<file path="config.mk">
export PLATFORM = sky130hd
export DESIGN_NAME = mem_arbiter
export DESIGN_NICKNAME = d
export VERILOG_FILES = /design/src/rtl/mem_arbiter.sv
export SDC_FILE = /design/constraint.sdc
export NUM_CORES = 1
export LEC_CHECK = 0
export ABC_AREA = 1
export BUFFER_PORTS_ARGS = -buffer_cell sky130_fd_sc_hd__buf_2
export CAP_MARGIN = 30
export CORE_AREA = 5 5 332 334
export CTS_BUF_LIST = sky130_fd_sc_hd__clkbuf_4
export CTS_CLUSTER_SIZE = 8
export DETAILED_ROUTE_END_ITERATION = 12
export DIE_AREA = 0 0 337 339
export GPL_TIMING_DRIVEN = 0
export PLACE_DENSITY = 0.36
export SLEW_MARGIN = 20
export SYNTH_ARGS = -nofsm -noshare
export SYNTH_HDL_FRONTEND = slang
export SYNTH_SLANG_ARGS = --single-unit
</file>
<file path="constraint.sdc">
create_clock -name clk -period 16.3 [get_ports clk]
set_input_delay 1.63 -clock clk [delete_from_list [all_inputs] [get_ports clk]]
set_output_delay 1.63 -clock clk [all_outputs]
set_load 0.1 [all_outputs]
</file>
<file path="src/rtl/mem_arbiter.sv">
// Two-port (I-cache / D-cache) arbiter in front of a single line-wide memory port.
// Default: D-priority with an I starvation bound; define MEM_ARB_RR_EN for strict round-robin.
module mem_arbiter #(
    parameter int ADDR_W     = 28,
    parameter int DATA_W     = 128,
    parameter int STARVE_LIM = 4
) (
    input  logic              clk,
    input  logic              rst,
    input  logic              i_read,
    input  logic              i_write,
    input  logic [ADDR_W-1:0] i_addr,
    input  logic [DATA_W-1:0] i_wdata,
    output logic [DATA_W-1:0] i_rdata,
    output logic              i_ready,
    input  logic              d_read,
    input  logic              d_write,
    input  logic [ADDR_W-1:0] d_addr,
    input  logic [DATA_W-1:0] d_wdata,
    output logic [DATA_W-1:0] d_rdata,
    output logic              d_ready,
    output logic              mem_read,
    output logic              mem_write,
    output logic [ADDR_W-1:0] mem_addr,
    output logic [DATA_W-1:0] mem_wdata,
    input  logic [DATA_W-1:0] mem_rdata,
    input  logic              mem_ready
);

    // state  | meaning
    // IDLE   | arbitrate on current requests
    // GNT_I  | I transaction on memory port, waiting for mem_ready
    // GNT_D  | D transaction on memory port, waiting for mem_ready
    // RESP   | one-cycle ready pulse to the owner (owner_q)
    typedef enum logic [1:0] {IDLE, GNT_I, GNT_D, RESP} state_t;

    state_t              state_q, state_d;
    logic                owner_q, owner_d;     // 1 = D owns the transaction
    logic                mem_read_q, mem_read_d;
    logic                mem_write_q, mem_write_d;
    logic [ADDR_W-1:0]   mem_addr_q, mem_addr_d;
    logic [DATA_W-1:0]   mem_wdata_q, mem_wdata_d;
    logic [DATA_W-1:0]   i_rdata_q, i_rdata_d;
    logic [DATA_W-1:0]   d_rdata_q, d_rdata_d;

    logic req_i, req_d, grant_i, grant_d;

    assign req_i = i_read | i_write;
    assign req_d = d_read | d_write;

`ifdef MEM_ARB_RR_EN
    logic rr_q, rr_d;                          // 0 = I preferred on contention

    assign grant_i = (state_q == IDLE) && req_i && (!req_d || !rr_q);
    assign grant_d = (state_q == IDLE) && req_d && !grant_i;

    always_comb begin
        rr_d = rr_q;
        if (grant_i || grant_d)
            rr_d = ~rr_q;
    end

    always_ff @(posedge clk or posedge rst) begin
        if (rst) rr_q <= 1'b0;
        else     rr_q <= rr_d;
    end
`else
    localparam logic [3:0] LIM = 4'(STARVE_LIM);
    logic [3:0] starve_q, starve_d;

    assign grant_i = (state_q == IDLE) && req_i && (!req_d || starve_q == LIM);
    assign grant_d = (state_q == IDLE) && req_d && !grant_i;

    always_comb begin
        starve_d = starve_q;
        if (grant_i)
            starve_d = 4'd0;
        else if (grant_d) begin
            if (!req_i)
                starve_d = 4'd0;
            else if (starve_q != LIM)
                starve_d = starve_q + 4'd1;
        end
    end

    always_ff @(posedge clk or posedge rst) begin
        if (rst) starve_q <= 4'd0;
        else     starve_q <= starve_d;
    end
`endif

    always_ff @(posedge clk or posedge rst) begin
        if (rst) state_q <= IDLE;
        else     state_q <= state_d;
    end

    always_comb begin
        state_d = state_q;
        unique case (state_q)
            IDLE: begin
                if (grant_i)      state_d = GNT_I;
                else if (grant_d) state_d = GNT_D;
            end
            GNT_I, GNT_D: if (mem_ready) state_d = RESP;
            RESP:         state_d = IDLE;
            default:      state_d = IDLE;
        endcase
    end

    always_comb begin
        i_ready = (state_q == RESP) && !owner_q;
        d_ready = (state_q == RESP) &&  owner_q;
    end

    // Request fields are captured on the grant edge; write wins if both op bits are set.
    always_comb begin
        owner_d     = owner_q;
        mem_read_d  = mem_read_q;
        mem_write_d = mem_write_q;
        mem_addr_d  = mem_addr_q;
        mem_wdata_d = mem_wdata_q;
        i_rdata_d   = i_rdata_q;
        d_rdata_d   = d_rdata_q;
        if (grant_i) begin
            owner_d     = 1'b0;
            mem_read_d  = !i_write;
            mem_write_d = i_write;
            mem_addr_d  = i_addr;
            mem_wdata_d = i_wdata;
        end else if (grant_d) begin
            owner_d     = 1'b1;
            mem_read_d  = !d_write;
            mem_write_d = d_write;
            mem_addr_d  = d_addr;
            mem_wdata_d = d_wdata;
        end else if (mem_ready && (state_q == GNT_I || state_q == GNT_D)) begin
            mem_read_d  = 1'b0;
            mem_write_d = 1'b0;
            if (state_q == GNT_D) d_rdata_d = mem_rdata;
            else                  i_rdata_d = mem_rdata;
        end
    end

    always_ff @(posedge clk or posedge rst) begin
        if (rst) begin
            owner_q     <= 1'b0;
            mem_read_q  <= 1'b0;
            mem_write_q <= 1'b0;
            mem_addr_q  <= '0;
            mem_wdata_q <= '0;
            i_rdata_q   <= '0;
            d_rdata_q   <= '0;
        end else begin
            owner_q     <= owner_d;
            mem_read_q  <= mem_read_d;
            mem_write_q <= mem_write_d;
            mem_addr_q  <= mem_addr_d;
            mem_wdata_q <= mem_wdata_d;
            i_rdata_q   <= i_rdata_d;
            d_rdata_q   <= d_rdata_d;
        end
    end

    assign mem_read  = mem_read_q;
    assign mem_write = mem_write_q;
    assign mem_addr  = mem_addr_q;
    assign mem_wdata = mem_wdata_q;
    assign i_rdata   = i_rdata_q;
    assign d_rdata   = d_rdata_q;

endmodule

</file>
* Word level (Yosys, flattened, before mapping)
Index checks and enable logic that the tools add are counted. Widths: inputs -> output; s select.
Word-level totals: output and inout bits 416, logic and storage cells 64, register bits after elaboration 421, bits of input ports 447
Cells by class: reduce and logical (&&, ||, !) cells 22, add/sub/neg operators 1, muxes and demuxes 19, bitwise logic cells 5, eq/ne operators 8
Operator list (number):
- $mux 128 | 2
- $mux 28 | 2
- $mux 4 | 4
- $reduce_and 4->1 | 2
- $logic_and 1x1->1 | 7
- $mux 1 | 7
- $mux 2 | 3
- $pmux 2 s3 | 1
- $logic_not 1->1 | 5
- $add 4x1->4 const B | 1
- $eq 2x2->1 const B | 2
- $eq 4x3->1 const B | 1
- $ne 4x3->1 const B | 1
- $reduce_and 2->1 | 2
- $ne 3x1->1 const B | 1
- $ne 3x3->1 const B | 1
- $not 1->1 | 3
- $reduce_bool 3->1 | 1
- $eq 2x1->1 const B | 1
- $logic_not 2->1 | 1
- $logic_or 1x1->1 | 2
- $ne 2x2->1 const B | 1
- $or 1x1->1 | 2
- $reduce_bool 2->1 | 1
- $reduce_or 2->1 | 1

* Logic depth before layout (Yosys ltp)
Gate-level depths: netlist (run 1).
depth in word-level cells 9, gate-level depth with buffers 11, gate-level depth less buffers 9

* Worst setup path after synthesis (run 1)
No wires, ideal clock.
kind reg2out, start register state_q[1], end output i_ready, required time 14.670 ns, arrival 1.820 ns, setup slack 12.850 ns, stages on the path, launching flop included 4, cells stage by stage dfrtp_1 > ha_1 > inv_1 > nor2_1
Between the ends: longest elaborated chain between the ends 2
Ends and longest elaborated chain:
- from (decl) | line 37 | state_t state_q, state_d;
- from (signal assigned) | line 94 | else state_q <= state_d;
- $eq 2x2->1 | line 111 | i_ready = (state_q == RESP) && !owner_q;
- $logic_and 1x1->1 | line 111
- to (decl) | line 15 | output logic i_ready,
No other way between the ends.

* Worst setup path in the final report (run 1)
Ends and elaborated chain as after synthesis.

==> impl_results.rst, run 1 <==
.. list-table::
   :header-rows: 1

   * - Metric
     - Value
   * - Outcome
     - complete, no violations
   * - Global-route layer with the greatest usage
     - met2
   * - Startpoint types
     - flop
   * - End of the critical path
     - i_ready
   * - Crit path required time
     - around 15000 ps
   * - Max Root-Sink Buffers
     - 3
   * - Number of endpoints with negative hold slack in the final report
     - 0
   * - Worst Hold Margin
     - ~470 ps
   * - Row Count
     - 120
   * - Area of placed instances
     - ~25000 µm²
   * - Initial antenna violation count
     - 29
   * - Met2 Resource Use GR
     - 0.258
   * - Global-route usage over all layers
     - 0.153
   * - Post-CTS clock slew at the launch and capture registers of the worst setup and hold paths
     - about 60 ps
   * - Number of maximum-capacitance constraint violations
     - 0
   * - DRC violation count after routing
     - 0
   * - Crit path largest cell delay
     - roughly 480 ps
   * - Type of destination of the critical path
     - output pin
   * - Wire length after detailed routing
     - 90200 µm
   * - Via-per-instance ratio
     - between 3 and 4
   * - Wire length of the first global-routing pass
     - ~130000 µm
   * - Number of CTS-inserted buffers
     - 136
   * - Placer's final routability congestion estimate
     - 0.826
   * - Fin area
     - around 26000 µm²
   * - WHS Path Cells
     - 2
   * - Global-route track usage on met3
     - 0.0585
   * - Setup repair after global routing missed its margin
     - false
   * - Die outline area
     - roughly 110000 µm²
   * - Post-Route Utilization
     - 0.248
   * - Number of placed I/O pins
     - around 860
   * - Via count of the first global-routing pass
     - around 20000
   * - Yosys reg bits
     - ~420
   * - Final Critical Period
     - approximately 3900 ps
   * - Most frequent standard cell in the layout excluding fill and tap cells
     - sky130_fd_sc_hd__buf_2
   * - Worst R2R Path Depth
     - 7
   * - Antenna Violating Nets Remaining
     - 0
   * - Chain of cells forming the critical path
     - ha_1, inv_1, nor2_1, buf_2
   * - Number of buffers added for setup after CTS
     - 0
   * - Buffer cell driving the clock tree root
     - sky130_fd_sc_hd__clkbuf_4
   * - Final period util
     - 0.237
   * - Y dimension of the die
     - 339 µm
   * - Fmax
     - 0.259 GHz
   * - First-iteration detailed-routing DRC count
     - about 880
   * - Clock tree sinks
     - 421
   * - Hold-fix buffers at CTS
     - 0
   * - Worst setup path startpoint
     - state_q[1]
   * - Resized Gates After CTS
     - 0
   * - Category of the critical setup timing path
     - reg2out
   * - Total Nets Final
     - about 3800
   * - Cell with the biggest individual delay on the critical path
     - sky130_fd_sc_hd__buf_2
   * - Core outline area
     - about 110000 µm²
   * - Mapped Area
     - about 19000 µm²
   * - R2r endpoint
     - d_rdata[19]
   * - Routed vias
     - around 19000
   * - Highest-count cells in the layout ignoring fill and taps
     - sky130_fd_sc_hd__buf_2 (919), sky130_fd_sc_hd__nand2_1 (913), sky130_fd_sc_hd__inv_1 (456)
   * - FF-to-FF Start
     - state_q[0]
   * - Average size of a mapped cell
     - 7.84 µm²
   * - Setup Viol. Count Final
     - 0
   * - Effective utilization at floorplan
     - 0.174
   * - Setup skew after layout
     - ~67 ps
   * - Largest driver fanout on the critical path
     - 4
   * - Fraction of layout cells with a size suffix above 1
     - 0.336
   * - Total overflow reported by the global router
     - 0
   * - First drt pass iteration count
     - 5
   * - Layout Area Growth over Synthesis
     - 42.6%
   * - Port Buf Inserts
     - around 860
   * - HP Class
     - reg2reg
   * - Arrival time at the worst endpoint
     - between 2000 and 2500 ps
   * - Count of distinct cell types in the synthesized netlist
     - 16
   * - Maximum number of pins on one net before global-route repair
     - 90
   * - Estimated wirelength of the detail-placed design
     - 71200 µm
   * - Met1 Track Usage GR
     - 0.180
   * - Worst max-slew margin expressed relative to the limit
     - 0.483
   * - CTS tree
     - built
   * - Setup slack on the worst flop-to-flop path
     - 13710 ps
   * - Count of warnings emitted by yosys
     - 0
   * - Final Max Slew Viols
     - 0
   * - Layout fillers
     - about 12000
   * - Number of standard cells after synthesis
     - between 2000 and 2500
   * - Syn nets
     - ~2800
   * - Horizontal die dimension
     - about 340 µm
   * - Worst Max-Slew Pin Slew
     - 781 ps
   * - Clock insertion delay at the later pin of the skew report
     - about 970 ps
   * - Number of H-tree branching levels
     - 4
   * - Sequential cell area fraction in the yosys report
     - 0.568
   * - WL/cell
     - 18.5 µm
-- worst max-delay path: cells and delay by family, from the launching register on --
family | cells | cell delay (ps)
buffers and inverters | 2 | 520
DFF | 1 | 410
adders and majority gates | 1 | 190
and+or+nand+nor | 1 | 150
-- synth_stat cells --
master                       n  share of area
sky130_fd_sc_hd__buf_4       3         0.0012
sky130_fd_sc_hd__clkbuf_1   50          0.010
sky130_fd_sc_hd__dfrtp_1   421           0.57
sky130_fd_sc_hd__nor2_1      5         0.0010
sky130_fd_sc_hd__xor2_1      1        0.00047
sky130_fd_sc_hd__clkbuf_2   15         0.0041
sky130_fd_sc_hd__nand2_1   913           0.18
sky130_fd_sc_hd__buf_2      57          0.015
sky130_fd_sc_hd__nand4_1     6         0.0020
sky130_fd_sc_hd__o21ai_1     5         0.0014
sky130_fd_sc_hd__inv_1     457          0.093
sky130_fd_sc_hd__nand3_1     9         0.0024
sky130_fd_sc_hd__nand2_2     2        0.00068
sky130_fd_sc_hd__inv_2       5         0.0010
sky130_fd_sc_hd__o21ai_0   408           0.11
sky130_fd_sc_hd__ha_1        6         0.0041
-- flip-flops by register name, summed over array words and instances, names as in the netlist --
| signal | count |
|---|---|
| d_rdata | 128 |
| i_rdata | 128 |
| mem_wdata | 128 |
| mem_addr | 28 |
| starve_q | 4 |
| state_q | 2 |
| mem_read | 1 |
| mem_write | 1 |
| owner_q | 1 |
-- cell families after synthesis --
group	after synthesis	synth area share
AND/OR/NAND/NOR	935	0.191
buffers and inverters	587	0.124
flip-flops	421	0.568
AO/OA/AOI/OAI	413	0.112
adder cells (fa/ha/maj)	6	0.00405
XOR/XNOR	1	0.000473
-- metrics by stage --
| step | TNS, ps | std cells | setup slack [ps] |
|---|---|---|---|
| after floorplan | 0 | 2363 | 2950 |
| after global placement | -1755600 | 4628 | -4280 |
| after detailed placement | 0 | 4635 | 12520 |
| after CTS | 0 | 4853 | 12140 |
| after global routing | 0 | 4863 | 12140 |
| final | 0 | 4866 | 12440 |
-- cell type report --
type / count / area, µm² / area share
repair buffers: 869 / 4470 / 0.169
clock inverters: 26 / 191 / 0.00724
diodes: 13 / 32.5 / 0.00123
multi-input cells: 1355 / 5690 / 0.215
inverters: 462 / 1740 / 0.0659
well taps: 1403 / 1760 / 0.0664
plain buffers: 125 / 571 / 0.0216
flip-flops and latches: 421 / 10500 / 0.399
clock buffers: 192 / 1440 / 0.0545
-- metal layers --
layer  vias to the layer above  routed length, µm
met5                         -                117
met4                        18               2150
met3                       164               7990
met2                       752              43100
met1                      8642              36900
li1                       9154                  -
-- how the worst min path moves through the flow --
stage                              from            end
after global routing      mem_wdata[11]  mem_wdata[11]
after global placement    mem_wdata[28]  mem_wdata[28]
after CTS                  mem_addr[13]   mem_addr[13]
final                     mem_wdata[98]  mem_wdata[98]
after detailed placement   mem_addr[13]   mem_addr[13]
after floorplan             starve_q[3]    starve_q[3]
Power of run 1 is not shown: default switching activity piles up to over one toggle a cycle in this logic, so the estimate is an artifact.
==> run 2, diff against run 1 <==
- CORE_AREA: 5 5 332 334 -> 5 5 336 338
- DIE_AREA: 0 0 337 339 -> 0 0 341 343
- PLACE_DENSITY: 0.36 -> 0.37
- clock period: 16.3 -> 3.2 ns (I/O delays scaled with it)
==> impl_results.rst, run 2 (synthesized netlist as in run 1, its figures left out) <==
.. list-table::
   :header-rows: 1

   * - Metric
     - Value
   * - Cell with the biggest individual delay on the critical path
     - sky130_fd_sc_hd__dlygate4sd3_1
   * - Worst R2R Path Depth
     - 13 (+6)
   * - Wire length after detailed routing
     - 93700 µm (+3.9%)
   * - Die outline area
     - 117000 µm² (+2.4%)
   * - Estimated wirelength of the detail-placed design
     - 72800 µm (+2.3%)
   * - Effective utilization at floorplan
     - 0.169 (-0.00499)
   * - Number of buffers added for setup after CTS
     - 0 (unchanged)
   * - Arrival time at the worst endpoint
     - 3860 ps (+1630 ps)
   * - Total Nets Final
     - 4381 (+15%)
   * - Crit path largest cell delay
     - 540 ps (+60 ps)
   * - FF-to-FF Start
     - state_q[0]
   * - Worst Hold Margin
     - 178 ps (-291 ps)
   * - Highest-count cells in the layout ignoring fill and taps
     - sky130_fd_sc_hd__buf_2 (918), sky130_fd_sc_hd__nand2_1 (913), sky130_fd_sc_hd__dlygate4sd3_1 (551)
   * - Post-Route Utilization
     - 0.293 (+0.0453)
   * - Placer's final routability congestion estimate
     - 0.826 (about the same)
   * - Number of maximum-capacitance constraint violations
     - 0 (unchanged)
   * - Via-per-instance ratio
     - 3.83 (-0.61%)
   * - Maximum number of pins on one net before global-route repair
     - 31 (-66%)
   * - Number of placed I/O pins
     - 863 (unchanged)
   * - Setup skew after layout
     - 64.2 ps (-2.33 ps)
   * - Most frequent standard cell in the layout excluding fill and tap cells
     - sky130_fd_sc_hd__buf_2
   * - Setup slack on the worst flop-to-flop path
     - 190 ps (-13520 ps)
   * - Layout Area Growth over Synthesis
     - 73.7%
   * - Buffer cell driving the clock tree root
     - sky130_fd_sc_hd__clkbuf_4
   * - Fmax
     - 0.333 GHz
   * - Worst max-slew margin expressed relative to the limit
     - 0.562 (+0.0784)
   * - Total overflow reported by the global router
     - 0 (unchanged)
   * - Global-route usage over all layers
     - 0.155 (+0.00249)
   * - R2r endpoint
     - mem_wdata[1]
   * - Final Max Slew Viols
     - 0 (unchanged)
   * - Initial antenna violation count
     - 23 (-21%)
   * - Final period util
     - 0.939
   * - Final Critical Period
     - ~3000 ps
   * - Type of destination of the critical path
     - flop
   * - Fraction of layout cells with a size suffix above 1
     - 0.292 (-0.0440)
   * - Logic depth of the worst setup path including buffers
     - 13 (+9)
   * - Worst Max-Slew Pin Slew
     - 662 ps (-118 ps)
   * - Worst setup path startpoint
     - state_q[0]
   * - Antenna Violating Nets Remaining
     - 0 (unchanged)
   * - Largest driver fanout on the critical path
     - 10 (+6)
   * - DRC violation count after routing
     - 0 (unchanged)
   * - Cell repeated most along the worst path
     - sky130_fd_sc_hd__nand2_1
   * - Category of the critical setup timing path
     - reg2reg
   * - Setup repair after global routing missed its margin
     - true
   * - First-iteration detailed-routing DRC count
     - 836 (-4.6%)
   * - Routed vias
     - 20900 (+11%)
   * - Wire length of the first global-routing pass
     - 137000 µm (+5.3%)
   * - Crit path required time
     - 4050 ps (-10620 ps)
   * - Number of endpoints with negative hold slack in the final report
     - 0 (unchanged)
   * - Port Buf Inserts
     - 862 (unchanged)
   * - Y dimension of the die
     - 343 µm (+1.2%)
   * - Core outline area
     - 110000 µm² (+3.0%)
   * - Via count of the first global-routing pass
     - 21900 (+12%)
   * - Row Count
     - 122 (+1.7%)
   * - Number of H-tree branching levels
     - 4 (unchanged)
   * - WL/cell
     - 17.2 µm (-7.3%)
   * - Post-CTS clock slew at the launch and capture registers of the worst setup and hold paths
     - 60 ps (about the same)
   * - Setup Viol. Count Final
     - 0 (unchanged)
   * - Horizontal die dimension
     - 341 µm (+1.2%)
   * - Chain of cells forming the critical path
     - inv_1, ha_1, inv_2, nor2_1, nand2_2, inv_2, buf_4, buf_2, nand2_1, nand2_1, dlygate4sd3_1, nand2_1, dlygate4sd3_1
   * - Largest delay share family, worst path
     - buffers and inverters
   * - Max Root-Sink Buffers
     - 3 (unchanged)
   * - Clock tree sinks
     - 421 (unchanged)
   * - CTS tree
     - built
   * - End of the critical path
     - mem_wdata[1]
   * - Clock insertion delay at the later pin of the skew report
     - 970 ps (about the same)
   * - Number of CTS-inserted buffers
     - 132 (-2.9%)
   * - First drt pass iteration count
     - 5 (unchanged)
   * - Buffers & Inverters on Critical Path
     - 7 (+5)
   * - HP Class
     - in2reg
   * - Startpoint types
     - flop
   * - Outcome
     - complete, no violations
[run 2: changes by cell type in the layout (fill, tap and decap cells not counted), sizes merged]
cell,previous run,this run
diode,13,16
inv,466,464
bufinv,2,3
clkinv,16,17
buf,929,939
dlygate4sd3,0,551
[run 2: area by class of cell]
| cell class | instances | area [µm²] |
|---|---|---|
| Antenna cell | 16 | 40.0 |
| Buffer | 125 | 577 |
| Clock buffer | 191 | 1430 |
| Clock inverter | 26 | 205 |
| Fill cell | 12200 | 77600 |
| Inverter | 462 | 1740 |
| Multi-Input combinational cell | 1355 | 5690 |
| Sequential cell | 421 | 10500 |
| Tap cell | 1426 | 1780 |
| Timing Repair Buffer | 1431 | 10200 |
[run 2: what timing repair did]
item / CTS / global route
hold buffers: 551 / 0
resized for setup: 0 / 7
hold endpoints to repair: 562 / 0
endpoints found under the setup margin: 0 / 5
[run 2: worst register-to-register path: cells and delay by family (launching register included)]
| kind | cells | cell delay [ps] |
|---|---|---|
| flip-flops | 1 | 400 |
| AND/OR/NAND/NOR | 5 | 460 |
| adder cells (fa/ha/maj) | 1 | 250 |
| buffers and inverters | 7 | 1820 |
[run 2: worst min-delay path by stage]
stage,startpoint,end,cells after the start
2_1_floorplan,i_write,mem_write,2
3_3_place_gp,mem_wdata[50],mem_wdata[50],2
3_5_place_dp,rst,i_rdata[26],2
4_1_cts,mem_rdata[88],i_rdata[88],4
5_1_grt,mem_rdata[96],d_rdata[96],4
6_report,mem_rdata[96],i_rdata[96],4
[run 2: through the flow]
stage,instances,TNS [ps],setup slack (ps),cell area [µm²]
floorplan,2363,-1178590,-2800,18500
global placement,4651,-2652920,-6460,24600
detailed placement,4669,0,410,25000
CTS,5437,0,18.6,32100
global route,5444,-41.8,-21.1,32200
finish,5453,0,194,32200
[run 2: metal layers]
metal | GRT usage | vias to the layer above | wire length [µm]
met5 | 0 | - | 55
met4 | 0.0628 | 8 | 3600
met3 | 0.0548 | 197 | 7940
met2 | 0.261 | 815 | 44200
met1 | 0.181 | 9564 | 37900
li1 | - | 10300 | -
Power of run 2 is left out for the same reason.
==> run 3, diff against run 2 <==
- ABC_AREA: 1 -> 0
- CORE_AREA: 5 5 336 338 -> 5 5 335 337
- DIE_AREA: 0 0 341 343 -> 0 0 340 342
- PLACE_DENSITY: 0.37 -> 0.35
- SKIP_CTS_REPAIR_TIMING: unset -> 1
==> impl_results.rst, run 3 <==
.. list-table::
   :header-rows: 1

   * - Metric
     - Value
   * - Buffers & Inverters on Critical Path
     - 4 (-3)
   * - Post-Route Utilization
     - 0.273 (-0.0204)
   * - Syn nets
     - 1914 (-32%)
   * - Type of destination of the critical path
     - flop
   * - Outcome
     - complete, no violations
   * - Layout Area Growth over Synthesis
     - 74.4%
   * - Highest-count cells in the layout ignoring fill and taps
     - sky130_fd_sc_hd__buf_2 (879), sky130_fd_sc_hd__dlygate4sd3_1 (453), sky130_fd_sc_hd__dfrtp_1 (421)
   * - DRC violation count after routing
     - 0 (unchanged)
   * - Global-route track usage on met3
     - 0.0592 (+0.00445)
   * - Most repeated cell in the gate-level netlist after synthesis
     - sky130_fd_sc_hd__dfrtp_1
   * - Via-per-instance ratio
     - 3.93 (+2.7%)
   * - Wire length after detailed routing
     - 89000 µm (-5.0%)
   * - Crit path largest cell delay
     - 550 ps (about the same)
   * - Clock tree sinks
     - 421 (unchanged)
   * - Number of standard cells after synthesis
     - 1461 (-38%)
   * - Sequential cell area fraction in the yosys report
     - 0.620 (+0.0515)
   * - Routed vias
     - 17400 (-16%)
   * - Worst max-slew margin expressed relative to the limit
     - 0.361 (-0.200)
   * - Post-CTS clock slew at the launch and capture registers of the worst setup and hold paths
     - 70 ps (about the same)
   * - Chain of cells forming the critical path
     - inv_1, ha_1, buf_2, a21boi_2, clkbuf_2, clkbuf_1, nand3_1, nand3_1
   * - Global-route usage over all layers
     - 0.143 (-0.0123)
   * - Most frequent standard cell in the layout excluding fill and tap cells
     - sky130_fd_sc_hd__buf_2
   * - Number of endpoints with negative hold slack in the final report
     - 0 (unchanged)
   * - Largest driver fanout on the critical path
     - 10 (unchanged)
   * - Number of enable-type register cells in the synthesized netlist
     - 0 (unchanged)
   * - Yosys reg bits
     - 421 (unchanged)
   * - Maximum number of pins on one net before global-route repair
     - 34 (+9.7%)
   * - Number of maximum-capacitance constraint violations
     - 0 (unchanged)
   * - Worst Max-Slew Pin Slew
     - 958 ps (+296 ps)
   * - Top area cells in the synthesized netlist
     - sky130_fd_sc_hd__dfrtp_1 (62%), sky130_fd_sc_hd__mux2_1 (17%), sky130_fd_sc_hd__nand3_1 (9.3%)
   * - Row Count
     - 121 (-0.82%)
   * - Fmax
     - 0.321 GHz (-3.7%)
   * - Number of placed I/O pins
     - 863 (unchanged)
   * - Cell repeated most along the worst path
     - sky130_fd_sc_hd__nand3_1
   * - Setup repair after global routing missed its margin
     - true
   * - HP Class
     - in2reg
   * - Cell with the biggest individual delay on the critical path
     - sky130_fd_sc_hd__clkbuf_1
   * - Post-synth top cells
     - sky130_fd_sc_hd__dfrtp_1 (421), sky130_fd_sc_hd__nand2_1 (318), sky130_fd_sc_hd__nand3_1 (316), sky130_fd_sc_hd__mux2_1 (256), sky130_fd_sc_hd__clkbuf_1 (60)
   * - Effective utilization at floorplan
     - 0.157 (-0.0123)
   * - Core outline area
     - 109000 µm² (-1.1%)
   * - Number of H-tree branching levels
     - 3 (-1)
   * - First-iteration detailed-routing DRC count
     - 623 (-25%)
   * - Buffer cell driving the clock tree root
     - sky130_fd_sc_hd__clkbuf_4
   * - Layout fillers
     - 11600 (-4.7%)
   * - Estimated wirelength of the detail-placed design
     - 72800 µm (about the same)
   * - Average size of a mapped cell
     - 11.6 µm² (+48%)
   * - Startpoint types
     - flop
   * - Setup skew after layout
     - 55.6 ps (-8.53 ps)
   * - Final Max Slew Viols
     - 0 (unchanged)
   * - First drt pass iteration count
     - 6 (+1)
   * - Port Buf Inserts
     - 862 (unchanged)
   * - Arrival time at the worst endpoint
     - 3940 ps (+80 ps)
   * - Number of CTS-inserted buffers
     - 121 (-8.3%)
   * - Fin area
     - 29600 µm² (-8.0%)
   * - Global-route layer with the greatest usage
     - met2
   * - Met2 Resource Use GR
     - 0.242 (-0.0183)
   * - Mapped Area
     - 17000 µm² (-8.3%)
   * - Y dimension of the die
     - 342 µm (-0.29%)
   * - Placer's final routability congestion estimate
     - 0.880 (+6.5%)
   * - Final period util
     - 0.975 (+0.0357)
   * - Category of the critical setup timing path
     - reg2reg
   * - Total overflow reported by the global router
     - 0 (unchanged)
   * - WL/cell
     - 20.1 µm (+17%)
   * - Met1 Track Usage GR
     - 0.154 (-0.0264)
   * - Total Nets Final
     - 3375 (-23%)
   * - Via count of the first global-routing pass
     - 17100 (-22%)
   * - Clock insertion delay at the later pin of the skew report
     - 930 ps (-40 ps)
   * - Count of distinct cell types in the synthesized netlist
     - 31 (+15)
   * - Primary FF master, synth
     - sky130_fd_sc_hd__dfrtp_1
   * - Antenna Violating Nets Remaining
     - 0 (unchanged)
   * - Synth top area share
     - 0.620 (+0.0515)
   * - Setup Viol. Count Final
     - 0 (unchanged)
   * - Cell type contributing the most total cell area after synthesis
     - sky130_fd_sc_hd__dfrtp_1
   * - Share of synthesized registers carrying an async set or reset
     - 1.00 (unchanged)
   * - Initial antenna violation count
     - 8 (-65%)
   * - Wire length of the first global-routing pass
     - 122000 µm (-11%)
   * - Count of warnings emitted by yosys
     - 0 (unchanged)
   * - Crit path required time
     - 4020 ps (-30 ps)
   * - Die outline area
     - 116000 µm² (-0.58%)
   * - Area of placed instances
     - 23500 µm² (-6.1%)
   * - Largest delay share family, worst path
     - buffers and inverters
   * - Fraction of layout cells with a size suffix above 1
     - 0.370 (+0.0783)
   * - Max Root-Sink Buffers
     - 3 (unchanged)
   * - Final Critical Period
     - 3120 ps (+114 ps)
   * - Horizontal die dimension
     - 340 µm (-0.29%)
   * - CTS tree
     - built
run 3: cell count changes after synthesis, moves of 8 or more:
cell | previous run | this run
sky130_fd_sc_hd__nand2_1 | 913 | 318
sky130_fd_sc_hd__inv_1 | 457 | 5
sky130_fd_sc_hd__o21ai_0 | 408 | 2
sky130_fd_sc_hd__nand3_1 | 9 | 316
sky130_fd_sc_hd__mux2_1 | 0 | 256
sky130_fd_sc_hd__buf_2 | 57 | 17
sky130_fd_sc_hd__clkbuf_2 | 15 | 0
sky130_fd_sc_hd__clkbuf_1 | 50 | 60
sky130_fd_sc_hd__buf_4 | 3 | 12
sky130_fd_sc_hd__buf_1 | 0 | 8
run 3: area by class of cell:
type / count / area, µm² / area share
Inverter: 5 / 22.5 / 0.000760
Clock buffer: 182 / 1370 / 0.0461
Timing Repair Buffer: 1338 / 9260 / 0.312
Multi-Input combinational cell: 938 / 6020 / 0.203
Clock inverter: 38 / 211 / 0.00714
Sequential cell: 421 / 10500 / 0.356
Antenna cell: 7 / 17.5 / 0.000591
Tap cell: 1414 / 1770 / 0.0597
Buffer: 97 / 433 / 0.0146
run 3: path summary, 6_finish.rpt:
kind                                    from            end  slack (ps)  cells past startpoint
worst min register to register  mem_wdata[8]   mem_wdata[8]         480                      2
worst max-delay path              state_q[0]   mem_wdata[8]          80                      8
max in group asynchronous                rst   i_rdata[102]         930                     10
min in group asynchronous                rst    mem_addr[6]         540                      4
worst min-delay path             i_wdata[52]  mem_wdata[52]         140                      4
worst max register to register    state_q[0]   mem_wdata[8]          80                      8
run 3: cell families (layout without fill, tap and decap cells):
kind of cell             after synthesis  in the layout  synth area share
AND/OR/NAND/NOR                      655            655             0.170
adder cells (fa/ha/maj)                6              6           0.00442
buffers and inverters                102           1660            0.0264
multiplexers                         256            256             0.170
AO/OA/AOI/OAI                         21             21           0.00913
other                                  0              7                 0
flip-flops                           421            421             0.620
run 3: per-layer routing:
metal | share of wire | vias up | routed length [µm]
met3 | 0.085 | 184 | 7590
met2 | 0.49 | 776 | 43600
li1 | - | 8036 | -
met5 | 0.00047 | - | 42
met4 | 0.046 | 6 | 4080
met1 | 0.38 | 8438 | 33700
run 3: worst register-to-register path: cells and delay by family, from the launching register on:
kind                     cells  cell delay (ps)
AO/OA/AOI/OAI                1              520
adder cells (fa/ha/maj)      1              150
AND/OR/NAND/NOR              2              590
buffers and inverters        4             1360
flip-flops                   1              400
run 3: through the flow:
step | cells | setup WS (ps) | setup TNS (ps) | hold slack (ps)
global placement | 3737 | -5820 | -2429460 | 460
CTS | 3978 | -531 | -15780 | -833
detailed placement | 3758 | -454 | -10880 | 347
floorplan | 1461 | -2800 | -1178590 | 449
finish | 4440 | 79.9 | 0 | 140
global route | 4437 | -19.2 | -19.2 | 3.78
Power of run 3 is left out for the same reason.
